[src/rtl/judge_sequencer.sv]
// judge_sequencer: game-flow controller for the rhythm game score datapath.
// Turns judgement events into a one-cycle increment code plus a running combo,
// tracks misses and best combo, and owns the IDLE/PLAY/PAUSE/DONE flow.
module judge_sequencer #(
  parameter int unsigned MISS_LIMIT = 8
) (
  input  logic       clk,
  input  logic       reset,
  input  logic       start,
  input  logic       pause,
  input  logic       song_end,
  input  logic       hit_valid,
  input  logic [1:0] hit_grade,
  output logic [1:0] inp,
  output logic [7:0] combo,
  output logic [7:0] max_combo,
  output logic [7:0] miss_cnt,
  output logic       score_clr,
  output logic [1:0] state,
  output logic       game_over
);

  typedef enum logic [1:0] {
    S_IDLE  = 2'b00,
    S_PLAY  = 2'b01,
    S_PAUSE = 2'b10,
    S_DONE  = 2'b11
  } state_t;

  localparam logic [7:0] LIMIT = 8'(MISS_LIMIT);

  state_t     r_state;
  state_t     w_next_state;
  logic [1:0] r_inp;
  logic [7:0] r_combo;
  logic [7:0] r_max_combo;
  logic [7:0] r_miss_cnt;
  logic       r_score_clr;
  logic       r_game_over;

  logic       w_hit_ok;
  logic       w_miss;
  logic       w_start_run;
  logic [7:0] w_combo_inc;
  logic [7:0] w_miss_inc;

  // Saturating successors; the limit check uses the post-miss count.
  assign w_combo_inc = (r_combo == 8'hFF) ? 8'hFF : (r_combo + 8'd1);
  assign w_miss_inc  = (r_miss_cnt == 8'hFF) ? 8'hFF : (r_miss_cnt + 8'd1);

  // Next-state and per-cycle hit qualification; hits only count in PLAY.
  always_comb begin
    w_next_state = r_state;
    w_hit_ok     = 1'b0;
    w_miss       = 1'b0;
    w_start_run  = 1'b0;
    case (r_state)
      S_IDLE: begin
        if (start) begin
          w_next_state = S_PLAY;
          w_start_run  = 1'b1;
        end else begin
          w_next_state = S_IDLE;
        end
      end
      S_PLAY: begin
        w_hit_ok = hit_valid && (hit_grade != 2'b00);
        w_miss   = hit_valid && (hit_grade == 2'b00);
        // song_end beats the miss limit, which beats pause
        if (song_end) begin
          w_next_state = S_DONE;
        end else if (w_miss && (w_miss_inc == LIMIT)) begin
          w_next_state = S_DONE;
        end else if (pause) begin
          w_next_state = S_PAUSE;
        end else begin
          w_next_state = S_PLAY;
        end
      end
      S_PAUSE: begin
        if (pause) begin
          w_next_state = S_PLAY;
        end else begin
          w_next_state = S_PAUSE;
        end
      end
      S_DONE: begin
        if (start) begin
          w_next_state = S_PLAY;
          w_start_run  = 1'b1;
        end else begin
          w_next_state = S_DONE;
        end
      end
      default: begin
        w_next_state = S_IDLE;
      end
    endcase
  end

  // State register plus status flags derived from the state being entered.
  always_ff @(posedge clk) begin
    if (reset) begin
      r_state     <= S_IDLE;
      r_score_clr <= 1'b1;
      r_game_over <= 1'b0;
      r_inp       <= 2'b00;
    end else begin
      r_state     <= w_next_state;
      r_score_clr <= w_start_run;
      r_game_over <= (w_next_state == S_DONE);
      r_inp       <= w_hit_ok ? hit_grade : 2'b00;
    end
  end

  // Combo / best combo / miss counters: cleared on a new run, frozen outside PLAY.
  always_ff @(posedge clk) begin
    if (reset) begin
      r_combo     <= 8'd0;
      r_max_combo <= 8'd0;
      r_miss_cnt  <= 8'd0;
    end else if (w_start_run) begin
      r_combo     <= 8'd0;
      r_max_combo <= 8'd0;
      r_miss_cnt  <= 8'd0;
    end else if (w_hit_ok) begin
      r_combo <= w_combo_inc;
      if (w_combo_inc > r_max_combo) begin
        r_max_combo <= w_combo_inc;
      end
    end else if (w_miss) begin
      r_combo    <= 8'd0;
      r_miss_cnt <= w_miss_inc;
    end
  end

  assign inp       = r_inp;
  assign combo     = r_combo;
  assign max_combo = r_max_combo;
  assign miss_cnt  = r_miss_cnt;
  assign score_clr = r_score_clr;
  assign state     = r_state;
  assign game_over = r_game_over;

endmodule

[config.mk]
export PLATFORM = sky130hd
export DESIGN_NAME = judge_sequencer
export DESIGN_NICKNAME = d
export VERILOG_FILES = /design/src/rtl/judge_sequencer.sv
export SDC_FILE = /design/constraint.sdc
export NUM_CORES = 1
export LEC_CHECK = 0
export BUFFER_PORTS_ARGS = -buffer_cell sky130_fd_sc_hd__buf_4
export CAP_MARGIN = 20
export CORE_MARGIN = 10
export CORE_UTILIZATION = 32
export CTS_CLUSTER_DIAMETER = 100
export DETAILED_ROUTE_END_ITERATION = 8
export PLACE_DENSITY_LB_ADDON = 0.2
export SLEW_MARGIN = 20
export SYNTH_ARGS = -nofsm -noshare
export SYNTH_HDL_FRONTEND = slang
export SYNTH_SLANG_ARGS = --single-unit
[constraint.sdc]
create_clock -name clk -period 6 [get_ports clk]
set_input_delay 0.6 -clock clk [delete_from_list [all_inputs] [get_ports clk]]
set_output_delay 0.6 -clock clk [all_outputs]
set_load 0.01 [all_outputs]
==> qor.txt <==
Xor and xnor area share after synthesis: 0.005069
Post-Place Cell Area: 0.002062 mm2
Clock root buffer master: clkbuf_8
Number of detailed-route iterations in the first pass: 5
Worst slew margin: 0.4986
NumNets Final: 273
Diodes inserted: 0
CTS tree: built
Die ar.: 0.008739 mm2
Post-synthesis mux area share: 0.01231
CTS max path bufs: 2
DP Wirelength: 3521 um
RSZ-0062 raised after global routing: no
Final setup margin: 3180 ps
CP max stage cell: dfxtp_1
Drc violations: 0
Final setup violating endpoints: 0
Mean post-synth cell area: 8.112 um2
Adder-cell share of the synthesized area: 0.1014
Chip Width: 93.48 um
Skew-Pair Late Insertion Delay: 280 ps
Initial DRC count: 76
Crit path kind: register to register
Die Span Y: 93.48 um
Grt ovf: 0
Share of cells above drive strength 1: 0.2000
Max frequency: 0.3546 GHz
Max incr delay on CP: 370 ps
Largest net degree at the start of global routing: 21
Final hold violation count: 0
Compound-gate portion of the synthesized area: 0.2303
Worst vdd ir: 56.35 uV
Post-route cell area: 0.002145 mm2
Sequential area share after synthesis: 0.3476
Hold Buf Count CTS: 0
Overall Power: 401.1 uW
Critical path required time: 6130 ps
Final Util: 0.4146
Largest family of logic cells by synthesized area: simple AND/OR/NAND/NOR gates
Reg clk slew, reported paths: 60 ps
Drt total wl: 4683 um
Vias per cell: 5.334
RD Place Congestion: 0.7990
Simple-gate area share of the yosys netlist: 0.2505
Yosys reg bits: 30
Fin Hold WS: 494.8 ps
Setup TNS: 0 ps
Area Growth Syn to Fin: 24.11%
Synth Warn #: 0
Netlist Area Pre-Place: 0.001728 mm2
Initial antenna violation count: 0
Crit path launch type: register
Post-CTS Setup Inserts: 0
Worst Skew: 5.408 ps
Critical Path AT: 2950 ps
I/O Pins: 38
Tmin final: 2820 ps
Placed cell count: 314
Commonest non-fill, non-tap cells in the layout: buf_4 (37), dfxtp_1 (30), a21oi_1 (20), nor2_1 (19)
Crit path cell chain: ha_1 -> and3_1 -> nand2_1 -> o21ai_0 -> ha_1 -> nand4_1 -> or3_1 -> and3_1 -> a21oi_1 -> nor3_1
Routed Antenna Nets: 0
Max Cap Viol: 0
Tcrit/Tclk final: 0.4701
First-pass GRT wire length: 8093 um
Worst-Margin Slew: 746.3 ps
Post-CTS sizing: 0
Synth Instances: 213
GRT Overall Usage: 0.1132
Worst hold path class: register to register
Syn_nets: 235
LEAKAGE: 0.8420 nW
Htree depth: 2
Max-slew violations: 0
Core area: 0.005172 mm2
Wire per inst: 14.63 um
Starting density of the core: 0.3341
Peak fanout along the critical path: 8
Vias in the first global route: 1653
PwrDens: 187.0 mW/mm2
Critical Path End Type: register
Commonest non-fill, non-tap cell in the layout: buf_4
CTS buffer count: 5
Post-route non-filler standard cell count: 320
Via count: 1707
Num rows: 26
Netlist cell types: 44
Clock sink count: 30
Pre-CTS WS: 3231 ps
Outcome: complete, no violations
Port bufs: 37
-- critical path: cells and delay by family, from the launching register on --
family / cells / cell delay [ps]
AOI/OAI and AO/OA: 2 / 410
adders and majority gates: 2 / 650
DFF: 1 / 370
and+or+nand+nor: 6 / 1250
-- worst paths after layout --
kind | slack [ps] | from | cells after the start | end
worst min-delay path | 490 | max_combo[4] | 2 | max_combo[4]
worst max-delay path | 3180 | combo[0] | 10 | max_combo[0]
worst min register to register | 490 | max_combo[4] | 2 | max_combo[4]
worst max register to register | 3180 | combo[0] | 10 | max_combo[0]
-- state kept, by name, summed over array words and instances, names as in the netlist --
register,cells
combo,8
max_combo,8
miss_cnt,8
inp,2
state,2
game_over,1
score_clr,1
-- cells by family after synthesis --
| kind of cell | after synthesis |
|---|---|
| compound gates | 63 |
| xor+xnor | 1 |
| mux | 2 |
| flops | 30 |
| simple gates | 81 |
| buf+inv | 22 |
| fa+ha+maj | 14 |
-- cells in the mapped netlist (all sizes together) --
master / count / area [um2]
dfxtp: 30 / 600.6
a21oi: 20 / 100.1
nor2: 19 / 71.32
inv: 16 / 60.06
o21ai: 16 / 80.08
ha: 14 / 175.2
nor3: 14 / 70.07
nand2: 12 / 45.04
nand3: 10 / 55.05
a22oi: 7 / 52.55
a31oi: 5 / 31.28
a211oi: 4 / 35.03
and3: 4 / 25.02
clkbuf: 4 / 15.01
and4: 3 / 26.28
nand4: 3 / 18.77
nor3b: 3 / 22.52
o211ai: 3 / 22.52
and2: 2 / 12.51
buf: 2 / 16.26
nor4: 2 / 12.51
a221oi: 1 / 15.01
a41oi: 1 / 8.760
mux2: 1 / 11.26
mux2i: 1 / 10.01
nand2b: 1 / 6.260
nand4bb: 1 / 11.26
nor2b: 1 / 6.260
nor4b: 1 / 8.760
nor4bb: 1 / 10.01
o2111a: 1 / 11.26
o2111ai: 1 / 8.760
o21a: 1 / 7.510
o21bai: 1 / 7.510
o221a: 1 / 11.26
o22ai: 1 / 6.260
or2: 1 / 6.260
or3: 1 / 6.260
or3b: 1 / 8.760
or4b: 1 / 10.01
xnor2: 1 / 8.760
-- final cells by class --
type,count,area (um2)
inverter,16,60.06
timing repair buffer,37,277.8
tap,70,87.58
sequential,30,600.6
fill,547,3028
clock buffer,6,82.58
multi-input combinational,161,1036
-- routing by layer --
metal	GRT usage	part of all wire	up-vias
met4	0.04242	0.015	0
met5	0	0	-
met3	0.03837	0.061	6
li1	-	-	864
met2	0.1723	0.46	36
met1	0.1436	0.47	801
-- report_power, final --
| group | internal, mW | total (mW) | switching (mW) |
|---|---|---|---|
| registers | 0.202 | 0.204 | 0.00230 |
| logic | 0.0140 | 0.0365 | 0.0225 |
| clock network | 0.0883 | 0.161 | 0.0722 |
| total | 0.304 | 0.401 | 0.0970 |
Note: power is estimated with default switching activity, not from simulation.
